## src/rtl/vdp_video_pkg.sv

```systemverilog
// Shared video definitions for the VDP HDMI output path:
// mode-switch FSM states, VIC codes and frame geometry.
package vdp_video_pkg;

  typedef enum logic [1:0] {
    ST_IDLE,
    ST_WAIT_FRAME,
    ST_HOLD_RESET,
    ST_SETTLE
  } sw_state_e;

  localparam logic [6:0] VIC_NTSC = 7'd2;
  localparam logic [6:0] VIC_PAL  = 7'd17;

  localparam int H_TOTAL_NTSC = 858;
  localparam int V_TOTAL_NTSC = 525;
  localparam int H_TOTAL_PAL  = 864;
  localparam int V_TOTAL_PAL  = 625;

  // Counter width for a count of n, never below one bit.
  function automatic int cnt_w(input int n);
    return (n > 1) ? $clog2(n) : 1;
  endfunction

  function automatic logic [6:0] vic_for(input logic pal);
    return pal ? VIC_PAL : VIC_NTSC;
  endfunction

  function automatic int frame_cycles(input logic pal);
    return pal ? H_TOTAL_PAL * V_TOTAL_PAL
               : H_TOTAL_NTSC * V_TOTAL_NTSC;
  endfunction

endpackage

```

## src/rtl/frame_tick_detect.sv

```systemverilog
// Frame boundary detector: one-cycle tick when cx/cy
// first reaches 0/0; a held origin counts only once.
module frame_tick_detect
  import vdp_video_pkg::*;
#(
  parameter int CXW = 12,
  parameter int CYW = 11
) (
  input  logic           clk_pixel,
  input  logic           reset,
  input  logic [CXW-1:0] cx_i,
  input  logic [CYW-1:0] cy_i,
  output logic           tick_o
);

  logic at_origin;
  logic at_origin_q;

  assign at_origin = (cx_i == '0) && (cy_i == '0);

  // Remember last cycle's origin flag for edge detection.
  always_ff @(posedge clk_pixel) begin
    if (reset) begin
      at_origin_q <= 1'b0;
    end else begin
      at_origin_q <= at_origin;
    end
  end

  assign tick_o = at_origin & ~at_origin_q;

endmodule

```

## src/rtl/hdmi_mode_switch_sequencer.sv

```systemverilog
// NTSC/PAL switch sequencer for the HDMI output stage.
// Define HDMI_MODE_SWITCH_AUDIO_MUTE_EN to mute audio across a switch.
module hdmi_mode_switch_sequencer
  import vdp_video_pkg::*;
#(
  parameter int RESET_CYCLES  = 16,
  parameter int SETTLE_FRAMES = 2,
  parameter int FRAME_TIMEOUT = 1000000
) (
  input  logic        clk_pixel,
  input  logic        reset,
  input  logic        pal_mode_req,
  input  logic        include_audio_req,
  input  logic [11:0] cx,
  input  logic [10:0] cy,
  output logic        pal_mode,
  output logic        hdmi_reset,
  output logic        include_audio,
  output logic        busy,
  output logic        switch_done
);

  localparam int TW = cnt_w(FRAME_TIMEOUT);
  localparam int RW = cnt_w(RESET_CYCLES);
  localparam int FW = cnt_w(SETTLE_FRAMES);

  localparam logic [TW-1:0] TO_LAST = TW'(FRAME_TIMEOUT - 1);
  localparam logic [RW-1:0] RC_LAST = RW'(RESET_CYCLES - 1);
  localparam logic [FW-1:0] SF_LAST = FW'(SETTLE_FRAMES - 1);

  localparam logic [TW-1:0] TO_MAX = '1;
  localparam logic [RW-1:0] RC_MAX = '1;
  localparam logic [FW-1:0] SF_MAX = '1;

  sw_state_e     state_q;
  logic          pal_q;
  logic          hrst_q;
  logic          aud_q;
  logic          busy_q;
  logic          done_q;
  logic          first_q;
  logic [TW-1:0] to_cnt_q;
  logic [RW-1:0] rst_cnt_q;
  logic [FW-1:0] frm_cnt_q;
  logic          tick;

  frame_tick_detect #(
    .CXW(12),
    .CYW(11)
  ) u_tick (
    .clk_pixel(clk_pixel),
    .reset    (reset),
    .cx_i     (cx),
    .cy_i     (cy),
    .tick_o   (tick)
  );

  // Switch FSM; every output is a register set on the transition.
  always_ff @(posedge clk_pixel) begin
    if (reset) begin
      state_q   <= ST_HOLD_RESET;
      pal_q     <= 1'b0;
      hrst_q    <= 1'b1;
      aud_q     <= 1'b0;
      busy_q    <= 1'b1;
      done_q    <= 1'b0;
      first_q   <= 1'b1;
      to_cnt_q  <= '0;
      rst_cnt_q <= '0;
      frm_cnt_q <= '0;
    end else begin
      done_q  <= 1'b0;
      first_q <= 1'b0;
      // Power-up adopts the request directly, then settles.
      if (first_q) begin
        pal_q <= pal_mode_req;
      end
      case (state_q)
        ST_IDLE: begin
          if (pal_mode_req != pal_q) begin
            state_q  <= ST_WAIT_FRAME;
            busy_q   <= 1'b1;
            to_cnt_q <= '0;
          end
        end
        ST_WAIT_FRAME: begin
          if (pal_mode_req == pal_q) begin
            state_q <= ST_IDLE;
            busy_q  <= 1'b0;
          end else if (tick || (to_cnt_q == TO_LAST)) begin
            state_q   <= ST_HOLD_RESET;
            hrst_q    <= 1'b1;
            pal_q     <= pal_mode_req;
            rst_cnt_q <= '0;
          end else if (to_cnt_q != TO_MAX) begin
            to_cnt_q <= to_cnt_q + 1'b1;
          end
        end
        ST_HOLD_RESET: begin
          if (rst_cnt_q == RC_LAST) begin
            state_q   <= ST_SETTLE;
            hrst_q    <= 1'b0;
            frm_cnt_q <= '0;
          end else if (rst_cnt_q != RC_MAX) begin
            rst_cnt_q <= rst_cnt_q + 1'b1;
          end
        end
        ST_SETTLE: begin
          if (tick) begin
            if (frm_cnt_q == SF_LAST) begin
              state_q <= ST_IDLE;
              busy_q  <= 1'b0;
              done_q  <= 1'b1;
            end else if (frm_cnt_q != SF_MAX) begin
              frm_cnt_q <= frm_cnt_q + 1'b1;
            end
          end
        end
        default: begin
          state_q   <= ST_HOLD_RESET;
          hrst_q    <= 1'b1;
          busy_q    <= 1'b1;
          rst_cnt_q <= '0;
        end
      endcase
`ifdef HDMI_MODE_SWITCH_AUDIO_MUTE_EN
      aud_q <= include_audio_req & (state_q == ST_IDLE);
`else
      aud_q <= include_audio_req;
`endif
    end
  end

  assign pal_mode      = pal_q;
  assign hdmi_reset    = hrst_q;
  assign include_audio = aud_q;
  assign busy          = busy_q;
  assign switch_done   = done_q;

endmodule

```

## config.mk

```make
export PLATFORM = sky130hd
export DESIGN_NAME = hdmi_mode_switch_sequencer
export DESIGN_NICKNAME = d
export VERILOG_FILES = /design/src/rtl/vdp_video_pkg.sv /design/src/rtl/frame_tick_detect.sv /design/src/rtl/hdmi_mode_switch_sequencer.sv
export SDC_FILE = /design/constraint.sdc
export NUM_CORES = 1
export LEC_CHECK = 0
export ABC_AREA = 1
export CAP_MARGIN = 15
export CORE_UTILIZATION = 40
export DETAILED_ROUTE_END_ITERATION = 10
export SLEW_MARGIN = 20
export SYNTH_ARGS = -nofsm -noshare
export SYNTH_HDL_FRONTEND = slang
export SYNTH_HIERARCHICAL = 1
export SYNTH_SLANG_ARGS = --single-unit
export TNS_END_PERCENT = 1
```

## constraint.sdc

```tcl
create_clock -name clk_pixel -period 3.9 [get_ports clk_pixel]
set_input_delay 0.78 -clock clk_pixel [delete_from_list [all_inputs] [get_ports clk_pixel]]
set_output_delay 0.78 -clock clk_pixel [all_outputs]
set_load 0.01 [all_outputs]
```

== After elaboration in Yosys (flattened, before gate mapping) ==
Index checks and enable logic that the tools add are counted.
Widths: inputs -> output; s select.

* Register bits: 34
* Input bits: 27
* Output and inout port bits: 5
* Logic and storage cells: 90

* Add/sub/neg operators: 3
* Equality and inequality tests: 21
* Multiplexer cells: 35
* Bitwise gates (word level): 4
* Reductions and logical operators: 16

{| class="wikitable"
|+ Operators with widths
! cell !! count
|-
| $mux 20 || 4
|-
| $pmux 20 s2 || 1
|-
| $ne 2x2->1 const B || 11
|-
| $add 20x1->20 const B || 1
|-
| $eq 20x20->1 const B || 1
|-
| $ne 20x20->1 const B || 1
|-
| $reduce_and 5->1 || 4
|-
| $mux 4 || 4
|-
| $mux 1 || 15
|-
| $logic_not 12->1 || 1
|-
| $mux 2 || 6
|-
| $logic_not 11->1 || 1
|-
| $pmux 2 s4 || 1
|-
| $pmux 4 s2 || 1
|-
| $reduce_bool 2->1 || 3
|-
| $add 4x1->4 const B || 1
|-
| $eq 2x2->1 const B || 2
|-
| $eq 4x4->1 const B || 1
|-
| $ne 4x4->1 const B || 1
|-
| $pmux 1 s2 || 2
|-
| $reduce_and 4->1 || 1
|-
| $ne 3x3->1 const B || 1
|-
| $not 1->1 || 3
|-
| $pmux 1 s3 || 1
|-
| 11 further kinds || 11
|}

== Longest topological paths before layout ==
Gate-level depths: netlist of the first run.

* Depth after elaboration: 7
* Depth in mapped cells: 14
* Gate-level depth less buffers: 13

== Modules after synthesis ==
Netlist of the first run, hierarchy kept.

{| class="wikitable"
|+ Modules (own cells, without submodules)
! module !! instances !! cells each !! area an instance (um^2) !! seq. area each (um^2)
|-
| hdmi_mode_switch_sequencer || 1 || 318 || 1,981.9 || 660.6
|-
| frame_tick_detect || 1 || 25 || 111.4 || 20.0
|}

== Least setup slack after synthesis of the first run ==
No wires, ideal clock.

* Path kind: in2reg
* Start: input port cy[3]
* End: register to_cnt_q[3]
* Setup time: 0.114 ns
* Data arrival time: 1.867 ns
* Data required time: 3.786 ns
* Path slack: 1.919 ns
* Stages: 13
* Buffers on the path: 1
* Path through: nor2_1 > nand2_1 > nor2_1 > nand3_1 > nor2_1 > inv_1 > nand2_2 > inv_2 > nand2_2 > nand2_1 > buf_2 > a21oi_1 > nor2_1

* Cells in the longest elaborated chain, start to end: 6

{| class="wikitable"
|+ Ends and longest elaborated chain
! what !! RTL line !! RTL
|-
| from (decl) || hdmi_mode_switch_sequencer.sv:15 || <nowiki>input logic [10:0] cy,</nowiki>
|-
| $logic_not 11->1 || frame_tick_detect.sv:19 || <nowiki>assign at_origin = (cx_i == '0) && (cy_i == '0);</nowiki>
|-
| $logic_and 1x1->1 || frame_tick_detect.sv:19 ||
|-
| $and 1x1->1 || frame_tick_detect.sv:30 || <nowiki>assign tick_o = at_origin & ~at_origin_q;</nowiki>
|-
| named net tick || hdmi_mode_switch_sequencer.sv:45 || <nowiki>logic tick;</nowiki>
|-
| $logic_or 1x1->1 || hdmi_mode_switch_sequencer.sv:90 || <nowiki>end else if (tick || (to_cnt_q == TO_LAST)) begin</nowiki>
|-
| $ne 2x2->1 (no source line) || - ||
|-
| $reduce_and 5->1 (no source line) || - ||
|-
| to (signal assigned) || hdmi_mode_switch_sequencer.sv:96 || <nowiki>to_cnt_q <= to_cnt_q + 1'b1;</nowiki>
|-
| to (decl) || hdmi_mode_switch_sequencer.sv:42 || <nowiki>logic [TW-1:0] to_cnt_q;</nowiki>
|}

The timed path passes the listed nets, and every way through them passes these cells.
A chain may end at the register's enable or synchronous reset.

== Worst setup path after layout of the first run ==
* Start: input port cy[10]
* End: register to_cnt_q[3]

Same word-level chain as after synthesis.

==> metrics.csv, run 1 <==
stage,metric,value,unit
cts,cts_sinks,34,
cts,clockBufferDepth,2,
synthesis,synth_top_family_by_area,simple AND/OR/NAND/NOR gates,
synthesis,yosysSeqAreaShare,32.5,%
synthesis,ys_ff_latch,34,
sta,slew_violations,0,
sta,tightest_slew,0.685,ns
setup_path,r2r_end,to_cnt_q[3],
sta,worst_slack,1.34,ns
synthesis,synthArstFlopShare,0,%
placed_design,io_buffers,31,
detailed_routing,num_vias,2105,
detailed_routing,wl_per_cell,11.3,um
setup_path,cp-end-kind,flip-flop,
setup_path,r2r_start,to_cnt_q[0],
synthesis,synth_area_leader_cell,dfxtp_1,
finish,drive_gt1_share,5.60,%
synthesis,synth_simple_gate_area_share,43.3,%
cts,cts-root-buf,clkbuf_8,
finish,area_growth,21.1,%
synthesis,ys_types,24,
synthesis,synth_compound_area_share,8.31,%
cts,htree_levels,2,
pwr,peakVddDrop,0.000258,V
finish,fillerInstances,523,
setup_path,cp.arrival,2.75,ns
sta,min_period_over_period,65.7,%
pwr,power.share.clock,33.7,%
synthesis,synthesis.area,2090,um^2
detailed_routing,ant_nets,0,
setup_path,worstSetupPathType,input port to flip-flop,
cts,clk_latency,0.29,ns
grt,grt_max_degree,22,
finish,regArea,681,um^2
synthesis,syn_nets,372,
placed_design,dp_cells,434,
synthesis,synthDominantCellAreaShare,32.5,%
detailed_routing,via_per_inst,4.76,
placed_design,gp_congestion,0.884,
pwr,powerDensity,323,nW/um^2
grt,track_usage,19.8,%
finish,multi_input_area,1240,um^2
floorplanning,placementRows,25,
detailed_routing,routed_wl,4.98,mm
synthesis,synth_warnings,6,
sta,finalSetupViolCount,0,
sta,fin_crit,2.56,ns
synthesis,synth-xor-area-share,6.28,%
finish,antenna_cells,0,
cts,cts_tree,built,
floorplanning,initial_core_util,42.9,%
cts,clk_transition_reported_paths,0.07,ns
pwr,p_leak,0.877,nW
finish,nets,403,
synthesis,synthTopCellsByCount,"nand2_1 (98), nor2_1 (82), dfxtp_1 (34)",
sta,worst_clock_skew,0.0105,ns
synthesis,avgSynthCellArea,6.10,um^2
pwr,p_comb_share,18.9,%
floorplanning,die_h,74.3,um
floorplanning,dieArea,5530,um^2
worst_hold_path,hold_class,flip-flop to flip-flop,
pwr,seqPwrFrac,47.4,%
grt,first_global_vias,1859,
synthesis,synthCells,343,
synthesis,yosys.cell_count.top_type,nand2_1,
grt,grt_first_pass_wirelength,8.37,mm
cts,cts_setup_buffers,0,
cts,post_cts_resized,0,
finish,instances_no_fill,442,
setup_path,required,4.09,ns
sta,worst_slew_margin_rel,54.2,%
detailed_routing,drc,0,
setup_path,reg2reg_slack,1.62,ns
synthesis,synthMuxAreaShare,0,%
placed_design,dp_slack,1.02,ns
finish,top_register,to_cnt_q,
placed_design,dp_hpwl,3.67,mm
setup_path,critPathMaxFanout,21,
outcome,status,"complete, no violations",
synthesis,synthAdderAreaFrac,1.20,%
sta,rsz0062_at_grt,no,
synthesis,synth-main-ff-cell,dfxtp_1,
floorplanning,boundaryPins,32,
job,max_cap_viol_count,0,
floorplanning,core_area,4880,um^2
pwr,p_int,586,uW
grt,grt_overflow,0,
finish,largestRegisters,"to_cnt_q: 20 flops, rst_cnt_q: 4 flops",
cts,cts_buffers,5,
grt,antenna_found_initial,0,
pwr,p_sw_share,28.4,%
sta,fmax,391,MHz
sta,fin_tns_setup,0,ns
synthesis,ys_top_cells_by_area,"dfxtp_1 (33%), nand2_1 (18%), nor2_1 (15%), nand3_1 (7.4%), a21oi_1 (6.2%)",
cts,postCtsHoldBufs,0,
setup_path,startpoint_type,input port,
detailed_routing,drt_iter0_drc,118,
floorplanning,die_x,74.3,um
worst_hold_path,min_from,hdmi_reset,
sta,finalHoldViolCount,0,
finish,largest_register_ffs,20,
setup_path,ff2ff_path_depth,10,
sta,whs,0.450,ns
worst_hold_path,hold_end,hdmi_reset,
detailed_routing,dr.pass1.iters,4,
worst_hold_path,hold-path-cell-count,2,
finish,final_util,51.9,%
synthesis,synth_edf_count,0,
pwr,power_switching,232,uW
[per-layer routing]
layer | part of all wire, % | track usage, % | up-vias
met1 | 48 | 24.1 | 931
met5 | 0 | 0 | -
met4 | 0.72 | 6.29 | 0
met2 | 48 | 34.2 | 36
met3 | 3.8 | 4.74 | 4
li1 | - | - | 1134
[cell type report]
class / count / share of cell area, %
Sequential cell: 34 / 26.9
Clock inverter: 1 / 0.197
Multi-Input combinational cell: 270 / 48.8
Inverter: 29 / 4.29
Clock buffer: 7 / 3.41
Tap cell: 67 / 3.31
Timing Repair Buffer: 34 / 13.1
[power groups by stage]
stage	registers, mW	clock network [mW]	logic [mW]
2_1_floorplan	0.396	0	0.0910
3_3_place_gp	0.396	0	0.152
3_5_place_dp	0.395	0	0.154
4_1_cts	0.387	0.285	0.154
5_1_grt	0.391	0.295	0.174
6_report	0.388	0.275	0.155
[per-stage QoR]
| stage | area, um^2 | power, mW |
|---|---|---|
| 3_5_place_dp | 2440 | 0.548 |
| 4_1_cts | 2530 | 0.826 |
| 3_3_place_gp | 2440 | 0.548 |
| 6_report | 2530 | 0.818 |
| 2_1_floorplan | 2090 | 0.487 |
| 5_1_grt | 2530 | 0.860 |
[how the worst max path moves through the flow]
stage,start,end,cells past startpoint
6_report,cy[10],to_cnt_q[3],13
5_1_grt,cy[9],to_cnt_q[3],13
3_3_place_gp,cy[3],to_cnt_q[3],13
4_1_cts,cy[10],to_cnt_q[3],13
2_1_floorplan,cy[3],to_cnt_q[3],13
3_5_place_dp,cy[10],to_cnt_q[3],13
[layout by cell type (no fill, tap or decap), types with 2 or more instances in the layout]
master,n
nor2_1,82
o21ai_0,3
inv_1,26
or2_2,2
ha_1,2
nand3_2,2
nand3b_1,2
nand3_1,31
dfxtp_1,34
xnor2_1,4
nand2_1,98
a21oi_1,26
buf_4,3
xor2_1,11
clkbuf_8,6
clkdlybuf4s50_1,31
inv_2,3
nand2_2,2
[worst max-delay path: stages]
cell	delay, ns
clkdlybuf4s50_1	0.40
nor2_1	0.10
nand2_1	0.05
nor2_1	0.11
nand3_1	0.11
nor2_1	0.18
inv_1	0.07
nand2_2	0.11
inv_2	0.05
nand2_2	0.05
nand2_1	0.40
a21oi_1	0.28
nor2_1	0.05
[logic make-up after synthesis]
group           count (synthesis)
simple gates                  220
buf+inv                        39
flops                          34
compound gates                 33
xor+xnor                       15
fa+ha+maj                       2
Note: power is estimated with default switching activity, not from simulation.
==> run 2, diff against run 1 <==
==> constraint.sdc (replaced) <==
create_clock -name clk_pixel -period 2.5 [get_ports clk_pixel]
set_input_delay 0.5 -clock clk_pixel [delete_from_list [all_inputs] [get_ports clk_pixel]]
set_output_delay 0.5 -clock clk_pixel [all_outputs]
set_load 0.01 [all_outputs]
==> run 2 against run 1 <==
Register-to-register slack worse by 1.1 ns. Wire length decreased by 0.76%. Via count is 2.6% lower. Clock power up 130%. Total power grew 80%. Final area grew 2.6%. Hold slack better by 0.0086 ns. Critical path depth grew 1. Sequential share of layout area is 0.68 points lower.
==> metrics.csv, run 2 (same netlist as run 1, synthesis figures left out) <==
stage,metric,value,unit
finish,nets,405,
cts,clk_transition_reported_paths,0.07,ns
cts,cts-root-buf,clkbuf_8,
floorplanning,die_h,74.3,um
job,max_cap_viol_count,0,
finish,largest_register_ffs,20,
worst_hold_path,hold_class,flip-flop to flip-flop,
floorplanning,core_area,4880,um^2
finish,final_util,53.3,%
sta,slew_violations,0,
grt,antenna_found_initial,0,
sta,finalHoldViolCount,0,
detailed_routing,routed_wl,4.94,mm
cts,clk_latency,0.29,ns
detailed_routing,dr.pass1.iters,4,
setup_path,slowest_delay,0.40,ns
grt,grt_overflow,0,
grt,grt_first_pass_wirelength,8.85,mm
floorplanning,die_x,74.3,um
sta,fmax,498,MHz
setup_path,cp.arrival,2.18,ns
sta,min_period_over_period,80.3,%
sta,tightest_slew,0.312,ns
cts,cts_setup_buffers,0,
setup_path,startpoint_type,input port,
floorplanning,placementRows,25,
detailed_routing,num_vias,2050,
sta,worst_clock_skew,0.00977,ns
finish,largestRegisters,"to_cnt_q: 20 flops, rst_cnt_q: 4 flops",
sta,fin_tns_setup,0,ns
finish,area_growth,24.3,%
pwr,powerDensity,567,nW/um^2
cts,post_cts_resized,0,
detailed_routing,wl_per_cell,11.1,um
detailed_routing,drt_iter0_drc,69,
finish,antenna_cells,0,
cts,htree_levels,2,
sta,rsz0062_at_grt,no,
cts,clockBufferDepth,2,
setup_path,cp_cell_sequence,"clkdlybuf4s50_1, nor2_1, nand2_1, nor2_1, nand3_1, nor2_1, inv_1, nand2_2, inv_2, nand2_2, buf_4, nand3b_1, nand2_1, nor2_1",
grt,first_global_vias,2003,
cts,cts_sinks,34,
finish,fillerInstances,536,
setup_path,cp-end-kind,flip-flop,
outcome,status,"complete, no violations",
placed_design,dp_slack,0.170,ns
placed_design,dp_hpwl,3.71,mm
detailed_routing,via_per_inst,4.62,
setup_path,required,2.67,ns
sta,worst_slew_margin_rel,79.2,%
cts,cts_buffers,5,
detailed_routing,drc,0,
setup_path,worstSetupPathType,input port to flip-flop,
grt,track_usage,20.7,%
cts,cts_tree,built,
cts,postCtsHoldBufs,0,
sta,worst_slack,0.492,ns
setup_path,cpMaxStageDelayCell,clkdlybuf4s50_1,
finish,layout_commonest_cell,nand2_1,
floorplanning,boundaryPins,32,
sta,finalSetupViolCount,0,
pwr,p_leak,0.910,nW
placed_design,gp_congestion,0.893,
finish,top_register,to_cnt_q,
sta,fin_crit,2.01,ns
setup_path,crit_top_cell,nor2_1,
placed_design,io_buffers,31,
pwr,peakVddDrop,0.000343,V
floorplanning,dieArea,5530,um^2
finish,final_cell_mix,"nand2_1 (98), nor2_1 (82), dfxtp_1 (34)",
floorplanning,initial_core_util,42.9,%
finish,drive_gt1_share,6.37,%
grt,grt_max_degree,22,
setup_path,critPathMaxFanout,19,
detailed_routing,ant_nets,0,
run 2: worst paths after layout:
path | startpoint | depth (start not counted) | to | slack [ns]
setup / recovery | cx[5] | 14 | to_cnt_q[1] | 0.49
hold / removal | hdmi_reset | 2 | hdmi_reset | 0.46
setup reg to reg | to_cnt_q[0] | 11 | to_cnt_q[1] | 0.51
hold reg to reg | hdmi_reset | 2 | hdmi_reset | 0.46
run 2: final cells by class:
type / instances / area (um^2) / area share, %
Inverter: 29 / 109 / 4.18
Clock buffer: 6 / 82.6 / 3.17
Clock inverter: 2 / 60.1 / 2.31
Multi-Input combinational cell: 270 / 1240 / 47.6
Sequential cell: 34 / 681 / 26.2
Tap cell: 67 / 83.8 / 3.22
Timing Repair Buffer: 36 / 348 / 13.4
run 2: power by group:
| group | internal [mW] | switching (mW) | leakage, nW |
|---|---|---|---|
| registers | 0.577 | 0.0274 | 0.276 |
| logic | 0.116 | 0.124 | 0.563 |
| clock network | 0.425 | 0.206 | 0.0714 |
| total | 1.12 | 0.357 | 0.910 |
run 2: metal layers:
metal  GRT usage (%)  vias up  wire length [um]
met5               0        -                 0
met4            5.24        0                40
met3            3.66        5               132
met2            37.1       22              2410
met1            25.7      884              2360
li1                -     1139                 -
run 2: critical path: cells and delay by family:
family,cells,cell delay (ns)
AND/OR/NAND/NOR,10,0.90
buffers and inverters,4,0.75
run 2: through the flow:
stage          power [mW]  hold WS, ns  area [um^2]  cells
6_report             1.48        0.459         2600    444
5_1_grt              1.56        0.466         2600    444
4_1_cts              1.49        0.454         2600    444
3_5_place_dp        0.857        0.437         2460    436
3_3_place_gp        0.857        0.440         2460    436
2_1_floorplan       0.759        0.447         2090    343
==> RTL edit, RTL diff (flow settings as in run 2) <==
Register the inputs `pal_mode_req`, `cx` and `cy` before use, without a reset. The logic sees them one clock later. The other inputs are not delayed to match. Comments in the files are not updated.
--- a/src/rtl/hdmi_mode_switch_sequencer.sv
+++ b/src/rtl/hdmi_mode_switch_sequencer.sv
@@ -33,4 +33,14 @@
   localparam logic [FW-1:0] SF_MAX = '1;
 
+  logic pal_mode_req_q;
+  logic [11:0] cx_q;
+  logic [10:0] cy_q;
+
+  always_ff @(posedge clk_pixel) begin
+    pal_mode_req_q <= pal_mode_req;
+    cx_q           <= cx;
+    cy_q           <= cy;
+  end
+
   sw_state_e     state_q;
   logic          pal_q;
@@ -51,6 +61,6 @@
     .clk_pixel(clk_pixel),
     .reset    (reset),
-    .cx_i     (cx),
-    .cy_i     (cy),
+    .cx_i     (cx_q),
+    .cy_i     (cy_q),
     .tick_o   (tick)
   );
@@ -74,9 +84,9 @@
       // Power-up adopts the request directly, then settles.
       if (first_q) begin
-        pal_q <= pal_mode_req;
+        pal_q <= pal_mode_req_q;
       end
       case (state_q)
         ST_IDLE: begin
-          if (pal_mode_req != pal_q) begin
+          if (pal_mode_req_q != pal_q) begin
             state_q  <= ST_WAIT_FRAME;
             busy_q   <= 1'b1;
@@ -85,5 +95,5 @@
         end
         ST_WAIT_FRAME: begin
-          if (pal_mode_req == pal_q) begin
+          if (pal_mode_req_q == pal_q) begin
             state_q <= ST_IDLE;
             busy_q  <= 1'b0;
@@ -91,5 +101,5 @@
             state_q   <= ST_HOLD_RESET;
             hrst_q    <= 1'b1;
-            pal_q     <= pal_mode_req;
+            pal_q     <= pal_mode_req_q;
             rst_cnt_q <= '0;
           end else if (to_cnt_q != TO_MAX) begin
Function: changed (Yosys sat finds a counterexample within 4 cycles, from zero or initial values and one cycle with reset high).
==> RTL edit against run 2 <==
The flow now finishes with violations (DRC); cell count is 7.2% higher; hold slack better by 0.016 ns; sequential cell count is 24 higher; synthesized area is 28% higher; total power is 38% higher; final area is 26% higher; worst setup slack worse by 0.31 ns; routed wire length is 11% higher.
==> RTL edit: results (changes against run 2) <==
The cell area reported after detailed placement was 3050 um^2 (was 2460 um^2). The HPWL reported at the end of detailed placement is 3930 um (was 3710 um). The power consumed by sequential cells was 0.965 mW (was 0.605 mW); the via count was 2239 (was 2050). The global router's overall resource usage was 0.175 (was 0.207); the source-to-sink clock delay at the later pin of the worst-skew pair was 0.34 ns (was 0.29 ns). The critical register-to-register path endpoint was to_cnt_q[19] (was to_cnt_q[1]).

The count of fill cells added during filler insertion was 628 (was 536). The number of detailed-routing iterations run before antenna repair is 7 (was 4), and the arrival time of data at the critical path endpoint is 2.59 ns (was 2.18 ns). Area contributors post-synth: sky130_fd_sc_hd__dfxtp_1 43%, sky130_fd_sc_hd__nand2_1 13%, sky130_fd_sc_hd__nor2_1 9.8% (was sky130_fd_sc_hd__dfxtp_1 33%, sky130_fd_sc_hd__nand2_1 18%, sky130_fd_sc_hd__nor2_1 15%). The H-tree level count is 3 (was 2), and the per-cell via count in the routed design is 4.70 (was 4.62). The post-layout instance area was 3270 um^2 (was 2600 um^2).

The wire length reported by the detailed router is 5490 um (was 4940 um). The checks that failed: DRC. The count of unresolved DRC violations after routing is 2 (was 0), and the DRC violation total after the first TritonRoute iteration is 71 (was 69).

The transition at the pin with the smallest max-transition slack was 1.02 ns (was 0.312 ns); the largest fanout on the critical path was 13 (was 19). The flow ran to the end, but the final reports show violations. Registers with the most flip-flops: to_cnt_q x20, cx_q x12, cy_q x11 (was to_cnt_q x20, rst_cnt_q x4).

The wire length of the first global-routing pass was 9520 um (was 8850 um); the total leakage power was 1.16 nW (was 0.910 nW). The number of global-route vias before repair is 2103 (was 2003), and the fraction of layout instances using a drive strength above 1 is 0.138 (was 0.0637). The logs give 0.831 (was 0.893) for the global placement routability congestion and 0.475 ns (was 0.459 ns) for the final hold slack. The average size of a mapped cell was 7.52 um^2 (was 6.10 um^2); the xor and xnor area share after synthesis was 0.0490 (was 0.0628). The number of placed instances, taps included is 460 (was 436). The slack of the worst reg-to-reg path is 0.18 ns (was 0.51 ns).

The number of cells on the worst reg-to-reg path was 10 (was 11). Most common library cells after synthesis: 92 x sky130_fd_sc_hd__nand2_1, 70 x sky130_fd_sc_hd__nor2_1, 58 x sky130_fd_sc_hd__dfxtp_1, 23 x sky130_fd_sc_hd__inv_1, 18 x sky130_fd_sc_hd__nand3_1 (was 98 x sky130_fd_sc_hd__nand2_1, 82 x sky130_fd_sc_hd__nor2_1, 34 x sky130_fd_sc_hd__dfxtp_1, 31 x sky130_fd_sc_hd__nand3_1). The TritonCTS buffer count is 9 (was 5). The synthesized netlist net count is 386 (was 372). The tools report the peak supply drop as 351 uV (was 343 uV). Critical path launch point type: a flip-flop (was an input pin). Fraction of the mapped netlist area in adder cells: 0.00932 (was 0.0120).
## RTL edit: cell types whose count changed after synthesis, moves of 3 or more
cell / before / now
sky130_fd_sc_hd__nor2_1: 82 / 70
sky130_fd_sc_hd__inv_2: 3 / 0
sky130_fd_sc_hd__a21oi_1: 26 / 15
sky130_fd_sc_hd__nand3_1: 31 / 18
sky130_fd_sc_hd__nand2_2: 2 / 13
sky130_fd_sc_hd__a21oi_2: 1 / 13
sky130_fd_sc_hd__nor2_4: 0 / 4
sky130_fd_sc_hd__nand4_1: 0 / 8
sky130_fd_sc_hd__o21ai_0: 3 / 6
sky130_fd_sc_hd__nand2_1: 98 / 92
sky130_fd_sc_hd__inv_1: 26 / 23
sky130_fd_sc_hd__dfxtp_1: 34 / 58
## RTL edit: worst max-delay path: stages (launching register included)
cell,delay [ns]
sky130_fd_sc_hd__dfxtp_1,0.35
sky130_fd_sc_hd__ha_1,0.28
sky130_fd_sc_hd__nand3_2,0.16
sky130_fd_sc_hd__nor2_4,0.06
sky130_fd_sc_hd__nand3_2,0.07
sky130_fd_sc_hd__nor2_4,0.04
sky130_fd_sc_hd__nand3_4,0.11
sky130_fd_sc_hd__nand2_1,0.07
sky130_fd_sc_hd__nor2_1,0.77
sky130_fd_sc_hd__nand2_1,0.17
sky130_fd_sc_hd__a21oi_2,0.17
## RTL edit: cell type report
class | instances | area share
Sequential cell | 58 | 0.355
Inverter | 24 | 0.0275
Tap cell | 77 | 0.0295
Clock inverter | 7 | 0.0310
Multi-Input combinational cell | 267 | 0.417
Clock buffer | 9 | 0.0379
Timing Repair Buffer | 34 | 0.102
## RTL edit: layer usage
layer,routed length (um),global-route usage,vias up
li1,-,-,1206
met1,2650,0.215,977
met2,2470,0.273,46
met3,281,0.0752,10
met4,85,0.0580,0
met5,0,0,-
